File: config.mk
export PLATFORM = sky130hd
export DESIGN_NAME = clock_set_ctrl_flat
export DESIGN_NICKNAME = d
export VERILOG_FILES = /design/src/rtl/clock_set_ctrl_pkg.sv /design/src/rtl/clock_set_ctrl_if.sv /design/src/rtl/clock_set_ctrl_debounce.sv /design/src/rtl/clock_set_ctrl.sv /design/src/flat_wrapper.sv
export SDC_FILE = /design/constraint.sdc
export NUM_CORES = 1
export LEC_CHECK = 0
export ABC_CLOCK_PERIOD_IN_PS = 8000
export CORE_MARGIN = 2
export CORE_UTILIZATION = 50
export DETAILED_ROUTE_END_ITERATION = 8
export GPL_ROUTABILITY_DRIVEN = 0
export GPL_TIMING_DRIVEN = 0
export PLACE_DENSITY = 0.85
export SLEW_MARGIN = 5
export SYNTH_ARGS = -nofsm -noshare
export SYNTH_HDL_FRONTEND = slang
export SYNTH_HIERARCHICAL = 1
export SYNTH_SLANG_ARGS = --single-unit
File: constraint.sdc
create_clock -name clk -period 8 [get_ports clk]
set_input_delay 1.6 -clock clk [delete_from_list [all_inputs] [get_ports clk]]
set_output_delay 1.6 -clock clk [all_outputs]
set_load 0.01 [all_outputs]
File: src/rtl/clock_set_ctrl_pkg.sv
// Purpose : shared types, digit indices and digit limits for the time-setting controller.
// Latency : n/a (types, constants and a pure function only).
// Backpr. : n/a.
package clock_set_pkg;

  typedef enum logic [1:0] {
    RUN   = 2'd0,
    EDIT  = 2'd1,
    APPLY = 2'd2
  } set_state_t;

  // Digit index inside the packed {h10,h1,m10,m1,s10,s1} word.
  localparam logic [2:0] DIG_H10 = 3'd5;
  localparam logic [2:0] DIG_H1  = 3'd4;
  localparam logic [2:0] DIG_M10 = 3'd3;
  localparam logic [2:0] DIG_M1  = 3'd2;
  localparam logic [2:0] DIG_S10 = 3'd1;
  localparam logic [2:0] DIG_S1  = 3'd0;

  localparam logic [3:0] MAX_H10   = 4'd2;
  localparam logic [3:0] MAX_H1_LO = 4'd3;
  localparam logic [3:0] MAX_TENS  = 4'd5;
  localparam logic [3:0] MAX_UNITS = 4'd9;

  // Largest legal value of the digit at index sel; hours-units depend on hours-tens.
  function automatic logic [3:0] digit_max(input logic [2:0] sel, input logic [3:0] h10);
    logic [3:0] m;
    case (sel)
      DIG_H10:          m = MAX_H10;
      DIG_H1:           m = (h10 == MAX_H10) ? MAX_H1_LO : MAX_UNITS;
      DIG_M10, DIG_S10: m = MAX_TENS;
      default:          m = MAX_UNITS;
    endcase
    return m;
  endfunction

endpackage

File: src/rtl/clock_set_ctrl_if.sv
// Purpose : bundles the button inputs, live time and the set/run controls of clock_set_ctrl.
// Latency : n/a (wiring only).
// Backpr. : none; slave = controller side, master = environment / counter-chain side.
interface clock_set_ctrl_if;
  logic        btn_mode;     // raw MODE button, asynchronous
  logic        btn_inc;      // raw INC button, asynchronous
  logic [23:0] cur_time;     // live digits {h10,h1,m10,m1,s10,s1}
  logic        run_en;       // counters may count
  logic        edit_active;  // controller is in EDIT
  logic [2:0]  edit_sel;     // cursor digit index, 0 outside EDIT
  logic [5:0]  set;          // per-digit load strobe
  logic [23:0] set_value;    // shadow digits for the counters' load inputs

  modport slave (
    input  btn_mode, btn_inc, cur_time,
    output run_en, edit_active, edit_sel, set, set_value
  );

  modport master (
    output btn_mode, btn_inc, cur_time,
    input  run_en, edit_active, edit_sel, set, set_value
  );
endinterface

File: src/rtl/clock_set_ctrl_debounce.sv
// Purpose : synchronise and debounce one push-button; one-cycle pulse per accepted press.
// Latency : 2 sync cycles + DEB_CYCLES stable samples from raw edge to press_p.
// Backpr. : none; holding never repeats, release gives no pulse.
// Ports   : clk, reset (async active-low), btn_raw (async), press_p (1-cycle pulse).
module btn_debounce #(
  parameter int DEB_CYCLES = 50000,
  parameter bit ACTIVE_LOW = 1'b1
) (
  input  logic clk,
  input  logic reset,
  input  logic btn_raw,
  output logic press_p
);

  localparam int CNT_W = (DEB_CYCLES > 1) ? $clog2(DEB_CYCLES) : 1;
  localparam logic [CNT_W-1:0] CNT_LAST = CNT_W'(DEB_CYCLES - 1);

  // Polarity is folded in before the synchroniser so every flop holds "pressed = 1"
  // and a cleared synchroniser reads as released.
  logic sync1_q, sync2_q;
  logic lvl_q, lvl_d;
  logic [CNT_W-1:0] cnt_q, cnt_d;
  logic btn_act;

  assign btn_act = ACTIVE_LOW ? ~btn_raw : btn_raw;

  always_ff @(posedge clk or negedge reset) begin
    if (!reset) begin
      sync1_q <= 1'b0;
      sync2_q <= 1'b0;
      lvl_q   <= 1'b0;
      cnt_q   <= '0;
    end else begin
      sync1_q <= btn_act;
      sync2_q <= sync1_q;
      lvl_q   <= lvl_d;
      cnt_q   <= cnt_d;
    end
  end

  // cnt_q counts consecutive samples that disagree with the accepted level; the
  // DEB_CYCLES-th such sample flips the level.
  always_comb begin
    lvl_d = lvl_q;
    cnt_d = '0;
    if (sync2_q != lvl_q) begin
      if (cnt_q == CNT_LAST) begin
        lvl_d = sync2_q;
      end else begin
        cnt_d = cnt_q + 1'b1;
      end
    end
  end

  assign press_p = sync2_q & ~lvl_q & (cnt_q == CNT_LAST);

endmodule

File: src/rtl/clock_set_ctrl.sv
// Purpose : time-setting controller: cursor walk over HH:MM:SS, shadow edit, one-cycle commit.
// Latency : press pulse -> state/shadow update on the next clk edge; APPLY lasts one cycle.
// Backpr. : none; run_en holds the counter chain off while editing/applying.
// Ports   : clk, reset (async active-low), bus (slave modport: buttons, cur_time in;
//           run_en, edit_active, edit_sel, set, set_value out).
module clock_set_ctrl
  import clock_set_pkg::*;
#(
  parameter int DEB_CYCLES     = 50000,
  parameter bit BTN_ACTIVE_LOW = 1'b1
) (
  input  logic             clk,
  input  logic             reset,
  clock_set_ctrl_if.slave  bus
);

  logic mode_p, inc_p;

  btn_debounce #(.DEB_CYCLES(DEB_CYCLES), .ACTIVE_LOW(BTN_ACTIVE_LOW)) u_deb_mode (
    .clk     (clk),
    .reset   (reset),
    .btn_raw (bus.btn_mode),
    .press_p (mode_p)
  );

  btn_debounce #(.DEB_CYCLES(DEB_CYCLES), .ACTIVE_LOW(BTN_ACTIVE_LOW)) u_deb_inc (
    .clk     (clk),
    .reset   (reset),
    .btn_raw (bus.btn_inc),
    .press_p (inc_p)
  );

  set_state_t       state_q, state_d;
  logic [2:0]       sel_q, sel_d;
  logic [5:0][3:0]  shadow_q, shadow_d;
  logic [3:0]       dig_cur, dig_max, dig_inc;

  // Cursor digit and its incremented value; anything at or above the limit
  // (including out-of-range captured digits) wraps to 0.
  assign dig_cur = shadow_q[sel_q];
  assign dig_max = digit_max(sel_q, shadow_q[DIG_H10]);
  assign dig_inc = (dig_cur >= dig_max) ? 4'd0 : dig_cur + 4'd1;

  always_ff @(posedge clk or negedge reset) begin
    if (!reset) begin
      state_q  <= RUN;
      sel_q    <= '0;
      shadow_q <= '0;
    end else begin
      state_q  <= state_d;
      sel_q    <= sel_d;
      shadow_q <= shadow_d;
    end
  end

  always_comb begin
    state_d  = state_q;
    sel_d    = sel_q;
    shadow_d = shadow_q;
    case (state_q)
      RUN: begin
        if (mode_p) begin
          shadow_d = bus.cur_time;
          sel_d    = DIG_H10;
          state_d  = EDIT;
        end
      end
      EDIT: begin
        // MODE has priority: a coincident INC pulse is dropped.
        if (mode_p) begin
          if (sel_q == DIG_S1) begin
            state_d = APPLY;
          end else begin
            sel_d = sel_q - 3'd1;
          end
        end else if (inc_p) begin
          shadow_d[sel_q] = dig_inc;
          // Stepping into the 20s must not leave an illegal 24..29 hour.
          if ((sel_q == DIG_H10) && (dig_inc == MAX_H10) &&
              (shadow_q[DIG_H1] > MAX_H1_LO)) begin
            shadow_d[DIG_H1] = 4'd0;
          end
        end
      end
      APPLY: begin
        state_d = RUN;
        sel_d   = '0;
      end
      default: begin
        state_d = RUN;
        sel_d   = '0;
      end
    endcase
  end

  always_comb begin
    bus.run_en      = (state_q == RUN);
    bus.edit_active = (state_q == EDIT);
    bus.edit_sel    = (state_q == EDIT) ? sel_q : 3'd0;
    bus.set         = (state_q == APPLY) ? 6'b111111 : 6'b000000;
    bus.set_value   = shadow_q;
  end

endmodule
File: src/flat_wrapper.sv
// flat-port wrapper written by rule: the top's interface ports become plain ports
module clock_set_ctrl_flat import clock_set_pkg::*;
#(
  parameter int DEB_CYCLES     = 50000,
  parameter bit BTN_ACTIVE_LOW = 1'b1
)
  (clk, reset, bus_btn_mode, bus_btn_inc, bus_cur_time, bus_run_en, bus_edit_active, bus_edit_sel, bus_set, bus_set_value);
  clock_set_ctrl_if bus_i ();
  input  logic clk;
  input  logic reset;
  input wire logic [$bits(bus_i.btn_mode)-1:0] bus_btn_mode;
  input wire logic [$bits(bus_i.btn_inc)-1:0] bus_btn_inc;
  input wire logic [$bits(bus_i.cur_time)-1:0] bus_cur_time;
  output wire logic [$bits(bus_i.run_en)-1:0] bus_run_en;
  output wire logic [$bits(bus_i.edit_active)-1:0] bus_edit_active;
  output wire logic [$bits(bus_i.edit_sel)-1:0] bus_edit_sel;
  output wire logic [$bits(bus_i.set)-1:0] bus_set;
  output wire logic [$bits(bus_i.set_value)-1:0] bus_set_value;
  assign bus_i.btn_mode = bus_btn_mode;
  assign bus_i.btn_inc = bus_btn_inc;
  assign bus_i.cur_time = bus_cur_time;
  assign bus_run_en = bus_i.run_en;
  assign bus_edit_active = bus_i.edit_active;
  assign bus_edit_sel = bus_i.edit_sel;
  assign bus_set = bus_i.set;
  assign bus_set_value = bus_i.set_value;
  clock_set_ctrl #(.DEB_CYCLES(DEB_CYCLES), .BTN_ACTIVE_LOW(BTN_ACTIVE_LOW)) u_core (.clk(clk), .reset(reset), .bus(bus_i));
endmodule
==> flow_summary.toml <==
[timing]
tightest_slew_ps = 839
finalCritPeriodShare_pct = 57.2
finClkSkew_ps = 10.3
hold_viol_final = 0
slew_violations = 0
relSlewSlack_pct = 42.6
timing.final.ws_setup_ps = 3420
rsz0062_at_grt = "false"
setup-tns-final_ps = 0
fin_crit_ps = 4580
max_freq_mhz = 218
setup_viol = 0

[die]
die_y_um = 94.1
die_area_um2 = 8860
die_width_um = 94.1
rows = 32
core_um2 = 7810
io_pins = 63
initial_core_util_pct = 52.0

[logic_synthesis]
synth_top_cell_by_area = "dfrtp_1"
synth_area_um2 = 4060
synthDistinctLibCells = 60
synth_top_area_share_pct = 41.3
synthArstFlopShare_pct = 100
synth_nets = 481
synth_seq_cells = 67
synthTopCellsByArea = "dfrtp_1, nor2_1, xnor2_1"
yosys_warnings = 6
syn_inst = 440
synth_edf_count = 0
ys.flop_type = "dfrtp_1"
synth.avg_cell_area_um2 = 9.23
seq_area_frac_synth_pct = 41.3

[cells_and_area]
num_antenna_cells = 0
drive_gt1_share_pct = 12.0
fillers = 639
fin_util_pct = 64.3
post-route-cell-area_um2 = 5020
area_growth_pct = 23.7
multi_input_area_um2 = 2160
finalNonFillerCells = 620
final_nets = 554
ff_latch_area_um2 = 1680

[power]
power.leakage_nw = 2.01
irDropWorstVdd_mv = 0.0867
powerDensity_nw_per_um2 = 137

[place]
dp_hpwl_mm = 7.33
io_buffers = 62
place_ws_ps = 3860
dpl_cell_area_um2 = 4810
placedCellCount = 604

[worst_setup_path]
crit_path_frequent_cell = "clkbuf_1"
crit_buf_inv = 5
startpoint_type = "flop"
critPathCaptureType = "output pin"
crit_arrival_ps = 2980
worstSetupStartpoint = "u_core/state_q[1]$_DFFE_PN0P_"
critPathMaxFanout = 10
max_stage_delay_ps = 520
path_cells = "clkbuf_1, nand2b_1, clkbuf_1, clkbuf_1, buf_1, nor2_1, clkdlybuf4s50_1"
critPathRequiredTime_ps = 6400
path_class = "reg -> out"
slowest_stage = "buf_1"
r2r-start = "u_core/sel_q[0]$_DFFE_PN0P_"
crit_family = "buffers and inverters"

[min_path]
worst_hold_startpoint = "u_core/u_deb_inc/sync1_q$_DFF_PN0_"
min-delay-path-class = "reg -> reg"

[global_routing]
grt_pass1_vias = 3511
grtUsageTotal_pct = 23.9
grt_pass1_wl_mm = 16.6
antenna_found_initial = 0
overflow = 0
grt_max_degree = 68

[clock_tree]
numClockSinks = 67
htreeDepth = 3
root_buffer = "clkbuf_8"
cts_resized = 0
path_clk_slew_ps = 70
clockBufferDepth = 2
cts_buffers = 9
cts_tree = "yes"
clk_latency_ps = 340
postCtsSetupRepairBufs = 0
hold_buffers = 0

[drt]
post_drt_wl_per_cell_um = 16.4
drt_iter0_drc = 523
ant_nets = 0
num_vias = 3654
wl_mm = 10.1
drcViolationCount = 0
vias_per_cell = 5.89
dr.pass1.iters = 6

[run]
maxCapViolCount = 0

[run_status]
status = "finished clean"
metrics by stage:
step	hold slack [ps]	power [mW]
finish	350	0.689
global route	362	0.713
CTS	352	0.694
detailed placement	335	0.386
global placement	336	0.385
floorplan	331	0.362
where the power goes:
part	total [mW]	internal (mW)	switching, mW
logic	0.0337	0.0178	0.0159
registers	0.345	0.342	0.00291
clock network	0.310	0.175	0.135
total	0.689	0.535	0.154
path summary, 6_finish.rpt:
kind / cells after the start / endpoint / slack (ps)
min: 0 / u_core/u_deb_inc/sync2_q$_DFF_PN0_ / 350
min in group asynchronous: 1 / u_core/u_deb_mode/cnt_q[7]$_DFF_PN0_ / 1360
max: 7 / bus_edit_sel[1] / 3420
max in group asynchronous: 1 / u_core/u_deb_inc/cnt_q[6]$_DFF_PN0_ / 6080
max reg2reg: 12 / u_core/bus.set_value[18]$_DFFE_PN0P_ / 4050
min reg2reg: 0 / u_core/u_deb_inc/sync2_q$_DFF_PN0_ / 350
kinds of logic (layout without fill, tap and decap cells):
group                      count (synthesis)  after routing  share of synthesized area, %
and+or+nand+nor                          183            183                          25.3
buffers and inverters                     48            126                          5.61
adders and majority gates                 13             13                          4.01
muxes                                     10             10                          2.65
AOI/OAI and AO/OA                         89             89                          14.7
DFF                                       67             67                          41.3
xor gates and xnor gates                  30             30                          6.47
sequential cells by signal, indices dropped and copies added, names as in the netlist:
| signal | cells |
|---|---|
| u_core/u_deb_mode/sync1_q | 1 |
| u_core/u_deb_inc/sync1_q | 1 |
| u_core/bus.set_value | 24 |
| u_core/u_deb_mode/sync2_q | 1 |
| u_core/sel_q | 3 |
| u_core/u_deb_mode/cnt_q | 16 |
| u_core/u_deb_inc/sync2_q | 1 |
| u_core/u_deb_inc/cnt_q | 16 |
| u_core/state_q | 2 |
| u_core/u_deb_mode/lvl_q | 1 |
| u_core/u_deb_inc/lvl_q | 1 |
cell usage in the layout, fill, tap and decap left out, drive strengths merged, types with 3 or more instances in the layout:
| cell | instances |
|---|---|
| nand2b | 8 |
| o21ai | 18 |
| inv | 23 |
| xnor2 | 25 |
| and2 | 5 |
| clkdlybuf4s50 | 61 |
| nor3 | 16 |
| xor2 | 5 |
| nand3 | 15 |
| nor2 | 80 |
| a21oi | 28 |
| nor2b | 5 |
| a32oi | 7 |
| clkbuf | 20 |
| o31ai | 3 |
| mux2i | 4 |
| nand2 | 23 |
| clkinv | 6 |
| a22oi | 12 |
| nand4 | 8 |
| nand3b | 3 |
| buf | 14 |
| mux2 | 6 |
| ha | 13 |
| o211ai | 3 |
| nor4 | 9 |
| dfrtp | 67 |
area by class of cell:
class,instances,share of cell area [%]
multi-input cells,325,42.9
flip-flops and latches,67,33.4
repair buffers,62,12.3
plain buffers,24,2.74
well taps,102,2.54
clock buffers,9,2.47
clock inverters,7,1.84
inverters,24,1.79
layer usage:
layer | wire, um | track usage [%]
met5 | 0 | 0
met4 | 307 | 11.2
met3 | 747 | 4.33
met2 | 4960 | 39.1
met1 | 4130 | 30.6
synthesized netlist by cell type (6+ instances only):
master / n
a21oi_1: 27
a22oi_1: 12
a32oi_1: 7
buf_4: 8
clkbuf_1: 11
dfrtp_1: 67
ha_1: 13
inv_1: 22
nand2_1: 22
nand2b_1: 6
nand3_1: 13
nand4_1: 6
nor2_1: 76
nor3_1: 15
nor4_2: 8
o21ai_0: 18
xnor2_1: 25
Power figures use the tool's default switching activity.
